--- src/rtl/multicycle_datapath_pkg.sv ---
// Shared encodings for the multi-cycle datapath: FSM states, writeback/jump
// selectors, immediate formats, ALU opcodes and the immediate generator.
package multicycle_datapath_pkg;

    localparam int          DEFAULT_XLEN     = 32;
    localparam logic [31:0] DEFAULT_RESET_PC = 32'h0000_0000;

    typedef enum logic [2:0] {
        S_FETCH  = 3'd0,
        S_DECODE = 3'd1,
        S_EXEC   = 3'd2,
        S_MEM    = 3'd3,
        S_WB     = 3'd4
    } state_t;

    localparam logic [1:0] WB_ALU = 2'b00;
    localparam logic [1:0] WB_MEM = 2'b01;
    localparam logic [1:0] WB_PC4 = 2'b10;
    localparam logic [1:0] WB_IMM = 2'b11;

    localparam logic [1:0] JUMP_BRANCH = 2'b00;
    localparam logic [1:0] JUMP_JAL    = 2'b01;
    localparam logic [1:0] JUMP_JALR   = 2'b10;
    localparam logic [1:0] JUMP_SEQ    = 2'b11;

    localparam logic [2:0] IMM_I = 3'd0;
    localparam logic [2:0] IMM_S = 3'd1;
    localparam logic [2:0] IMM_B = 3'd2;
    localparam logic [2:0] IMM_J = 3'd3;
    localparam logic [2:0] IMM_U = 3'd4;

    localparam logic [3:0] ALU_ADD  = 4'd0;
    localparam logic [3:0] ALU_SUB  = 4'd1;
    localparam logic [3:0] ALU_AND  = 4'd2;
    localparam logic [3:0] ALU_OR   = 4'd3;
    localparam logic [3:0] ALU_XOR  = 4'd4;
    localparam logic [3:0] ALU_SLL  = 4'd5;
    localparam logic [3:0] ALU_SRL  = 4'd6;
    localparam logic [3:0] ALU_SRA  = 4'd7;
    localparam logic [3:0] ALU_SLT  = 4'd8;
    localparam logic [3:0] ALU_SLTU = 4'd9;

    // 32-bit sign-extended immediate; the caller widens it to XLEN.
    function automatic logic [31:0] imm_gen(input logic [31:0] inst, input logic [2:0] sel);
        case (sel)
            IMM_I:   imm_gen = {{20{inst[31]}}, inst[31:20]};
            IMM_S:   imm_gen = {{20{inst[31]}}, inst[31:25], inst[11:7]};
            IMM_B:   imm_gen = {{19{inst[31]}}, inst[31], inst[7], inst[30:25], inst[11:8], 1'b0};
            IMM_J:   imm_gen = {{11{inst[31]}}, inst[31], inst[19:12], inst[20], inst[30:21], 1'b0};
            IMM_U:   imm_gen = {inst[31:12], 12'h000};
            default: imm_gen = 32'h0000_0000;
        endcase
    endfunction

endpackage

--- src/rtl/multicycle_datapath_fsm.sv ---
// Instruction sequencer: owns the state register and the registered memory
// request / retire outputs of the multi-cycle datapath.
module mc_fsm
    import multicycle_datapath_pkg::*;
(
    input  logic   clk,
    input  logic   rst,
    input  logic   imem_ready,
    input  logic   dmem_ready,
    input  logic   mem_rw,
    input  logic   mem_read,
    output state_t state,
    output logic   imem_req,
    output logic   dmem_req,
    output logic   dmem_we,
    output logic   retire
);

    // State transitions with requests raised on entry and dropped after the handshake edge.
    always_ff @(posedge clk) begin
        if (!rst) begin
            state    <= S_FETCH;
            imem_req <= 1'b0;
            dmem_req <= 1'b0;
            dmem_we  <= 1'b0;
            retire   <= 1'b0;
        end else begin
            retire <= 1'b0;
            case (state)
                S_FETCH: begin
                    if (imem_req && imem_ready) begin
                        imem_req <= 1'b0;
                        state    <= S_DECODE;
                    end else begin
                        imem_req <= 1'b1;
                    end
                end
                S_DECODE: state <= S_EXEC;
                S_EXEC: begin
                    if (mem_rw || mem_read) begin
                        dmem_req <= 1'b1;
                        dmem_we  <= mem_rw;
                        state    <= S_MEM;
                    end else begin
                        retire <= 1'b1;
                        state  <= S_WB;
                    end
                end
                S_MEM: begin
                    if (dmem_req && dmem_ready) begin
                        dmem_req <= 1'b0;
                        dmem_we  <= 1'b0;
                        retire   <= 1'b1;
                        state    <= S_WB;
                    end else begin
                        dmem_req <= 1'b1;
                    end
                end
                S_WB: begin
                    imem_req <= 1'b1;
                    state    <= S_FETCH;
                end
                default: begin
                    imem_req <= 1'b0;
                    dmem_req <= 1'b0;
                    dmem_we  <= 1'b0;
                    state    <= S_FETCH;
                end
            endcase
        end
    end

endmodule

--- src/rtl/multicycle_datapath.sv ---
// Multi-cycle RV32/RV64 datapath with handshaked instruction and data memories;
// control signals come from an external decoder reading inst_field.
module multicycle_datapath
    import multicycle_datapath_pkg::*;
#(
    parameter int              XLEN     = DEFAULT_XLEN,
    parameter logic [XLEN-1:0] RESET_PC = XLEN'(DEFAULT_RESET_PC),
    parameter int              REG_NUM  = 32
) (
    input  logic            clk,
    input  logic            rst,
    output logic            imem_req,
    output logic [XLEN-1:0] imem_addr,
    input  logic            imem_ready,
    input  logic [31:0]     imem_rdata,
    output logic            dmem_req,
    output logic            dmem_we,
    output logic [XLEN-1:0] dmem_addr,
    output logic [XLEN-1:0] dmem_wdata,
    input  logic            dmem_ready,
    input  logic [XLEN-1:0] dmem_rdata,
    output logic [31:0]     inst_field,
    input  logic [1:0]      Jump,
    input  logic            Branch,
    input  logic            BranchN,
    input  logic [1:0]      MemtoReg,
    input  logic            MemRW,
    input  logic            MemRead,
    input  logic            ALUSrc_B,
    input  logic            RegWrite,
    input  logic [2:0]      ImmSel,
    input  logic [3:0]      ALU_operation,
    output logic [XLEN-1:0] PC_out,
    output logic [2:0]      state,
    output logic            retire
);

    localparam int RW = $clog2(REG_NUM);
    localparam int SW = $clog2(XLEN);

    state_t          state_s;
    logic [XLEN-1:0] pc_r, next_pc_r, a_r, b_r, alu_out_r, mdr_r;
    logic [31:0]     ir_r;
    logic [XLEN-1:0] regs_r [REG_NUM];
    logic [XLEN-1:0] imm_s, alu_b_s, alu_y_s, pc_plus4_s, next_pc_s, wb_data_s;
    logic            alu_zero_s;
    logic [RW-1:0]   rs1_s, rs2_s, rd_s;

    mc_fsm u_fsm (
        .clk        (clk),
        .rst        (rst),
        .imem_ready (imem_ready),
        .dmem_ready (dmem_ready),
        .mem_rw     (MemRW),
        .mem_read   (MemRead),
        .state      (state_s),
        .imem_req   (imem_req),
        .dmem_req   (dmem_req),
        .dmem_we    (dmem_we),
        .retire     (retire)
    );

    assign rs1_s = ir_r[15 +: RW];
    assign rs2_s = ir_r[20 +: RW];
    assign rd_s  = ir_r[7 +: RW];

    // ALU on the latched operands, with the immediate widened to XLEN.
    always_comb begin
        imm_s   = XLEN'($signed(imm_gen(ir_r, ImmSel)));
        alu_b_s = ALUSrc_B ? imm_s : b_r;
        case (ALU_operation)
            ALU_ADD:  alu_y_s = a_r + alu_b_s;
            ALU_SUB:  alu_y_s = a_r - alu_b_s;
            ALU_AND:  alu_y_s = a_r & alu_b_s;
            ALU_OR:   alu_y_s = a_r | alu_b_s;
            ALU_XOR:  alu_y_s = a_r ^ alu_b_s;
            ALU_SLL:  alu_y_s = a_r << alu_b_s[SW-1:0];
            ALU_SRL:  alu_y_s = a_r >> alu_b_s[SW-1:0];
            ALU_SRA:  alu_y_s = $signed(a_r) >>> alu_b_s[SW-1:0];
            ALU_SLT:  alu_y_s = {{(XLEN-1){1'b0}}, ($signed(a_r) < $signed(alu_b_s))};
            ALU_SLTU: alu_y_s = {{(XLEN-1){1'b0}}, (a_r < alu_b_s)};
            default:  alu_y_s = {XLEN{1'b0}};
        endcase
        alu_zero_s = (alu_y_s == {XLEN{1'b0}});
    end

    // Next-PC selection evaluated in EXEC; jalr targets drop bit 0.
    always_comb begin
        pc_plus4_s = pc_r + XLEN'(32'd4);
        if (Jump == JUMP_JAL) begin
            next_pc_s = pc_r + imm_s;
        end else if (Jump == JUMP_JALR) begin
            next_pc_s = alu_y_s & ~XLEN'(32'd1);
        end else if ((Jump == JUMP_BRANCH) && ((Branch && alu_zero_s) || (BranchN && !alu_zero_s))) begin
            next_pc_s = pc_r + imm_s;
        end else begin
            next_pc_s = pc_plus4_s;
        end
    end

    // Writeback source; pc_r still holds the pre-update PC during WB.
    always_comb begin
        case (MemtoReg)
            WB_ALU:  wb_data_s = alu_out_r;
            WB_MEM:  wb_data_s = mdr_r;
            WB_PC4:  wb_data_s = pc_plus4_s;
            WB_IMM:  wb_data_s = imm_s;
            default: wb_data_s = alu_out_r;
        endcase
    end

    // Datapath registers and register file, updated according to the current state.
    always_ff @(posedge clk) begin
        if (!rst) begin
            pc_r      <= RESET_PC;
            next_pc_r <= RESET_PC;
            ir_r      <= 32'h0000_0000;
            a_r       <= {XLEN{1'b0}};
            b_r       <= {XLEN{1'b0}};
            alu_out_r <= {XLEN{1'b0}};
            mdr_r     <= {XLEN{1'b0}};
            for (int i = 0; i < REG_NUM; i++) begin
                regs_r[i] <= {XLEN{1'b0}};
            end
        end else begin
            case (state_s)
                S_FETCH: begin
                    if (imem_req && imem_ready) begin
                        ir_r <= imem_rdata;
                    end
                end
                S_DECODE: begin
                    a_r <= (rs1_s == {RW{1'b0}}) ? {XLEN{1'b0}} : regs_r[rs1_s];
                    b_r <= (rs2_s == {RW{1'b0}}) ? {XLEN{1'b0}} : regs_r[rs2_s];
                end
                S_EXEC: begin
                    alu_out_r <= alu_y_s;
                    next_pc_r <= next_pc_s;
                end
                S_MEM: begin
                    if (dmem_req && dmem_ready && MemRead) begin
                        mdr_r <= dmem_rdata;
                    end
                end
                S_WB: begin
                    if (RegWrite && (rd_s != {RW{1'b0}})) begin
                        regs_r[rd_s] <= wb_data_s;
                    end
                    pc_r <= next_pc_r;
                end
                default: begin
                    pc_r <= pc_r;
                end
            endcase
        end
    end

    assign imem_addr  = pc_r;
    assign PC_out     = pc_r;
    assign dmem_addr  = alu_out_r;
    assign dmem_wdata = b_r;
    assign inst_field = ir_r;
    assign state      = state_s;

endmodule

--- config.mk ---
export PLATFORM = sky130hd
export DESIGN_NAME = multicycle_datapath
export DESIGN_NICKNAME = d
export VERILOG_FILES = /design/src/rtl/multicycle_datapath_pkg.sv /design/src/rtl/multicycle_datapath_fsm.sv /design/src/rtl/multicycle_datapath.sv
export SDC_FILE = /design/constraint.sdc
export NUM_CORES = 2
export LEC_CHECK = 0
export BUFFER_PORTS_ARGS = -buffer_cell sky130_fd_sc_hd__buf_4
export CORE_MARGIN = 4
export CORE_UTILIZATION = 40
export CTS_CLUSTER_SIZE = 28
export DETAILED_ROUTE_END_ITERATION = 8
export MAX_ROUTING_LAYER = met4
export SLEW_MARGIN = 20
export SYNTH_ARGS = -nofsm -noshare
export SYNTH_HDL_FRONTEND = slang
export SYNTH_SLANG_ARGS = --single-unit
--- constraint.sdc ---
create_clock -name clk -period 7.4 [get_ports clk]
set_input_delay 0.74 -clock clk [delete_from_list [all_inputs] [get_ports clk]]
set_output_delay 0.74 -clock clk [all_outputs]
set_load 0.005 [all_outputs]
* After elaboration in Yosys (flattened, before gate mapping)
Memories as Yosys holds them, arrays and structs flattened. A register that Yosys moved wholly into a read port is not among the register bits. Cells that the tools add are included.
Word-level totals: output and inout bits 167, memories 1, memory bits (writable) 1024, input port bits 85, register bits 231
Cells by class: equality and inequality tests 25, magnitude comparators 2, bitwise logic cells 4, shift operators 3, add/subtract/negate cells 4, multiplexer cells 36, reductions and logical operators 27
Memories:
- regs_r | words 32, width 32, rd ports 2, clocked after Yosys merged registers in 2, wr ports 32, RTL line multicycle_datapath.sv:44 | logic [XLEN-1:0] regs_r [REG_NUM];
Operators by type and width (number):
- 32-bit case mux with 10 select lines | 1
- 32-bit two-way mux | 7
- 32-bit case mux with 5 select lines | 1
- 32-bit case mux with 4 select lines | 1
- 32-bit adder | 2
- 32-bit < comparator | 2
- 32-bit by 3-bit adder with 32-bit output (second input constant) | 1
- 32-bit bitwise AND | 1
- 32-bit logical NOT | 1
- 32-bit OR | 1
- 32-bit OR reduction | 1
- 32-bit by 5-bit left shift with 32-bit output | 1
- 32-bit by 5-bit >> shifter with 32-bit output | 1
- 32-bit by 5-bit >>> shifter with 32-bit output | 1
- 32-bit subtractor | 1
- 32-bit XOR | 1
- 5-bit two-way mux | 5
- 4-bit by 3-bit equality test with 1-bit output (second input constant) | 4
- 1-bit two-way mux | 13
- 3-bit by 2-bit equality test with 1-bit output (second input constant) | 4
- 3-bit case mux with 4 select lines | 1
- 5-bit logical NOT | 2
- 3-bit two-way mux | 3
- 1-bit case mux with 3 select lines | 3
- other kinds (21) | 42

* Longest topological paths before layout
depth after elaboration 13, mapped depth 28, gate-level depth less buffers 22

* By module
Synthesis repeated with hierarchy kept, for this count alone.
Second synthesis, totals: cell total of the unflattened synthesis 6470, area total of the unflattened synthesis 74545.2 um^2
Modules (own cells, without submodules):
- multicycle_datapath | instances 1, area each 74193.7 um^2, sequential area each 35434.0 um^2, cells each 6434
- mc_fsm | instances 1, area each 351.6 um^2, sequential area each 140.1 um^2, cells each 36

* Worst setup path before layout
Ideal clock, no wire load.
path type input -> register, from in ImmSel[0], to reg next_pc_r[11], data required time 7.278 ns, arrival 6.820 ns, setup time 0.122 ns, cell stages on the path 26, slack 0.458 ns, path buffers 6, path through buf_4 > xnor2_4 > buf_4 > mux2_2 > nor2_4 > inv_2 > buf_2 > buf_2 > buf_2 > buf_2 > fa_1 > a211oi_1 > o211ai_1 > a41oi_1 > a22oi_1 > a31oi_1 > nor2_1 > a211o_1 > a32oi_1 > nand4b_1 > or4_1 > or4_4 > nor2_1 > mux2i_1 > mux2i_1 > a221o_1
On the way: word-level cells in the longest chain between the ends 13, elaborated cells between the ends (all ways) 28
Ends and longest elaborated chain:
- start: declaration | RTL line multicycle_datapath.sv:31 | input logic [2:0] ImmSel,
- 3-bit equality test (tied with other cells) | RTL line multicycle_datapath_pkg.sv:45 | case (sel)
- 32-bit case mux with 5 select lines (*) | RTL line multicycle_datapath_pkg.sv:45
- 32-bit two-way mux | RTL line multicycle_datapath.sv:70 | alu_b_s = ALUSrc_B ? imm_s : b_r;
- 32-bit subtractor (tied with other cells) | RTL line multicycle_datapath.sv:73 | ALU_SUB: alu_y_s = a_r - alu_b_s;
- 32-bit case mux with 10 select lines | RTL line multicycle_datapath.sv:71 | case (ALU_operation)
- 32-bit logical NOT | RTL line multicycle_datapath.sv:84 | alu_zero_s = (alu_y_s == {XLEN{1'b0}});
- 1-bit logical NOT | RTL line multicycle_datapath.sv:94 | end else if ((Jump == JUMP_BRANCH) && ((Branch && alu_zero_s) || (BranchN && !alu_zero_s))) begin
- 1-bit logical AND | RTL line multicycle_datapath.sv:94
- 1-bit logical OR | RTL line multicycle_datapath.sv:94
- 1-bit logical AND | RTL line multicycle_datapath.sv:94
- 32-bit two-way mux | RTL line multicycle_datapath.sv:94
- 32-bit two-way mux | RTL line multicycle_datapath.sv:92 | end else if (Jump == JUMP_JALR) begin
- 32-bit two-way mux (*) | RTL line multicycle_datapath.sv:90 | if (Jump == JUMP_JAL) begin
- end signal: assignment | RTL line multicycle_datapath.sv:138 | next_pc_r <= next_pc_s;
- end: declaration | RTL line multicycle_datapath.sv:42 | logic [XLEN-1:0] pc_r, next_pc_r, a_r, b_r, alu_out_r, mdr_r;
Every way passes the cells marked *; elsewhere a longest branch is shown, timed or not. A chain may end at the register's enable or synchronous reset.

* Final worst setup path
from reg ir_r[31], in the netlist inst_field[31], to reg next_pc_r[19]
On the way: word-level cells in the longest chain between the ends 12, elaborated cells between the ends (all ways) 20
Ends and longest elaborated chain:
- start: declaration | RTL line multicycle_datapath.sv:43 | logic [31:0] ir_r;
- start signal: assignment | RTL line multicycle_datapath.sv:129 | ir_r <= imem_rdata;
- 32-bit case mux with 5 select lines (*) | RTL line multicycle_datapath_pkg.sv:45
- 32-bit two-way mux | RTL line multicycle_datapath.sv:70
- 32-bit subtractor (tied with other cells) | RTL line multicycle_datapath.sv:73
- 32-bit case mux with 10 select lines | RTL line multicycle_datapath.sv:71
- 32-bit logical NOT | RTL line multicycle_datapath.sv:84
- 1-bit logical NOT | RTL line multicycle_datapath.sv:94
- 1-bit logical AND | RTL line multicycle_datapath.sv:94
- 1-bit logical OR | RTL line multicycle_datapath.sv:94
- 1-bit logical AND | RTL line multicycle_datapath.sv:94
- 32-bit two-way mux | RTL line multicycle_datapath.sv:94
- 32-bit two-way mux | RTL line multicycle_datapath.sv:92
- 32-bit two-way mux (*) | RTL line multicycle_datapath.sv:90
Marks and branches as above.

==> results.toml <==
[outcome]
status = "completed"

[yosys]
synth.area.top_cells = "edfxtp_1 42%, mux4_2 20%, nor2_1 7.0%"
synthArstFlopShare_pct = 0
synth-edff-count = 1024
synth-main-ff-cell = "edfxtp_1"
yosysWarnings = 0
syn_area_sq_um = 74100
synthXorXnorAreaFrac_pct = 0.960
synth.avg_cell_area_sq_um = 11.6
synthAdderAreaFrac_pct = 2.15
synth_top_family_by_area = "multiplexers"
seq_area_frac_synth_pct = 48.0
yosysUniqueCellTypes = 103
synthSimpleGateAreaFrac_pct = 12.7
synth-compound-area-share_pct = 9.07
netlist.area_leader.share_pct = 41.5
yosysTopAreaCell = "edfxtp_1"
ys_seq_elements = 1265
synthMuxAreaShare_pct = 23.1
syn_inst = 6404

[worst_setup_path]
slowest_delay_ps = 640
worstPathArrival_ps = 7770
r2r_start = "inst_field[31]"
path_cells = "nand2_1, a21oi_1, a21oi_1, a21oi_1, inv_1, ha_1, nor2_1, nand2_1, nor4b_1, buf_4, nand2_1, nor2_1, a21oi_1, a2111oi_0, o31ai_1, or4_1, or4_1, buf_4, or4_4, o21a_1, nor3_4, buf_4, mux2i_1, o31ai_1"
reg2reg_depth = 24
rrSetupSlack_ps = 260
cp_top_family = "simple AND/OR/NAND/NOR gates"
cpMostUsedCell = "a21oi_1"
critPathMaxFanout = 8
required_ps = 8030
crit_buf_inv = 4
startpoint_type = "flop"
setup.worst_path.end_class = "flop"
path_class = "flop to flop"
cpMaxStageDelayCell = "dfxtp_1"
r2r-end = "next_pc_r[19]"

[timing]
fin_crit_sh_pct = 96.5
clock.fmax_mhz = 140
clock_skew_ps = 60.7
rsz0062_at_grt = "no"
fin_crit_ps = 7140
fin_tns_setup_ps = 0
setup_viol = 0
slew_viol_final = 0
tightestPinTransition_ps = 1310
hold_viol_final = 0
slew_headroom_pct = 11.6

[worst_hold_path]
hold_depth = 3
min_to = "inst_field[14]"
hold_class = "primary input to flop"
holdCritStartpoint = "imem_rdata[14]"

[power_and_ir_drop]
power_leakage_nw = 29.5
power.density_nw_per_um2 = 214
peakVddDrop_uv = 180

[clock_network]
cts_tree = "yes"
clk-insertion-delay-late_ps = 830
h-tree-depth = 4
clockBufferDepth = 3
post-cts-setup-buffer-count = 0
cts-root-buf = "clkbuf_16"
cts_sinks = 1265
cts-buffers-inserted = 144
ctsResizeCount = 0
cts_hold_buf = 0
clkSlewWorstSetupHoldPaths_ps = 80

[flow_run]
cap_viol_max_count = 0

[routing]
drt_wl_total_um = 349000
viasPerCell = 6.59
vias = 60900
drc = 0
detail_route.wl_per_cell_um = 37.8
drtIter0Drc = 9034
dr.pass1.iters = 6
ant_nets = 0

[cells_and_area]
num-nets-final = 6865
final_common_cell = "nor2_1"
fillers = 16900
seq_area_sq_um = 35600
final_cell_mix = "1389 x nor2_1, 1024 x edfxtp_1, 666 x buf_4, 646 x mux4_2, 396 x nand2_1"
final_core_util_pct = 46.4
multi_input_area_sq_um = 36000
area_growth_syn_to_layout_pct = 14.9
drive_gt1_share_pct = 25.7

[die]
die_height_um = 438
die_w_um = 438
coreArea_sq_um = 184000
die_area_sq_um = 192000
start_util_pct = 40.3
ios = 252
fp-row-count = 157

[global_routing]
grt-ovfl-total = 0
grt_use_total_pct = 36.7
antenna_found_initial = 18
grt_max_degree = 122
grt_pass1_wl_um = 478000
grt_pass1_vias = 59400

[place]
place_congestion = 1.09
numPortBuffers = 251
hpwl_um = 240000
metal layers:
metal / global-route usage (%) / routed length, um
met5: - / 0
met4: 22.3 / 27200
met3: 7.81 / 38700
met2: 55.4 / 158000
met1: 45.5 / 126000
worst register-to-register path: cells and delay by family (launching register included):
| kind | cells | cell delay, ps |
|---|---|---|
| simple gates | 10 | 3220 |
| compound gates | 8 | 1840 |
| buf+inv | 4 | 730 |
| flops | 1 | 640 |
| fa+ha+maj | 1 | 370 |
| mux | 1 | 200 |
per-stage QoR:
step / cells / total power, W / instance area (sq um) / setup WS (ps) / hold slack (ps)
2_1_floorplan: 6435 / 0.00986 / 74200 / 458 / 425
3_3_place_gp: 8972 / 0.0113 / 80500 / -12.4 / 442
3_5_place_dp: 8973 / 0.0113 / 80500 / -104 / 440
4_1_cts: 9233 / 0.0182 / 85100 / 481 / 135
5_1_grt: 9244 / 0.0187 / 85100 / 43.4 / 160
6_report: 9246 / 0.0182 / 85100 / 258 / 171
cell families (layout without fill, tap and decap cells):
kind of cell,after synthesis,after routing
AO/OA/AOI/OAI,1055,1055
flip-flops,1265,1265
adder cells (fa/ha/maj),126,126
multiplexers,890,890
other,1,45
buffers and inverters,749,1083
AND/OR/NAND/NOR,2239,2239
XOR/XNOR,79,79
where the power goes:
group          switching (W)  total, W  internal [W]
Clock                0.00304   0.00704       0.00400
Combinational        0.00189   0.00304       0.00114
Sequential          0.000247   0.00817       0.00792
Total                0.00518    0.0182        0.0131
cells in the mapped netlist (all sizes together), types with 25 or more instances:
| master | n |
|---|---|
| nand4 | 29 |
| inv | 140 |
| edfxtp | 1024 |
| nand3 | 67 |
| o211ai | 60 |
| mux2i | 197 |
| a211oi | 50 |
| o21ai | 210 |
| a21oi | 363 |
| nor2b | 39 |
| mux4 | 646 |
| a22oi | 35 |
| nor2 | 1394 |
| a21o | 30 |
| clkbuf | 457 |
| a31oi | 29 |
| nor3 | 90 |
| mux2 | 47 |
| xnor2 | 52 |
| o31ai | 31 |
| xor2 | 27 |
| dfxtp | 241 |
| and3 | 25 |
| o22ai | 26 |
| nand2 | 458 |
| buf | 150 |
| ha | 123 |
layout make-up:
| class | count | area share (%) |
|---|---|---|
| Antenna cell | 13 | 0.0382 |
| Clock buffer | 182 | 4.60 |
| Clock inverter | 78 | 0.757 |
| Inverter | 142 | 0.635 |
| Multi-Input combinational cell | 4421 | 42.3 |
| Sequential cell | 1265 | 41.8 |
| Tap cell | 2464 | 3.62 |
| Timing Repair Buffer | 681 | 6.23 |
worst max path at each step:
stage	start	endpoint	depth (start not counted)
after floorplan	ImmSel[0]	next_pc_r[11]	26
after global placement	ImmSel[1]	next_pc_r[19]	26
after detailed placement	ImmSel[1]	next_pc_r[19]	26
after CTS	inst_field[17]	next_pc_r[19]	24
after global routing	inst_field[31]	next_pc_r[19]	24
final	inst_field[31]	next_pc_r[19]	24
state kept, by name (all words and copies together), names as in the netlist, 3 cells and up, named ones only:
| register | count |
|---|---|
| PC_out | 32 |
| a_r | 32 |
| dmem_addr | 32 |
| dmem_wdata | 32 |
| inst_field | 32 |
| mdr_r | 32 |
| next_pc_r | 32 |
| regs_r | 1024 |
| u_fsm.state | 3 |
No activity file was read; power rests on OpenSTA's default activity.
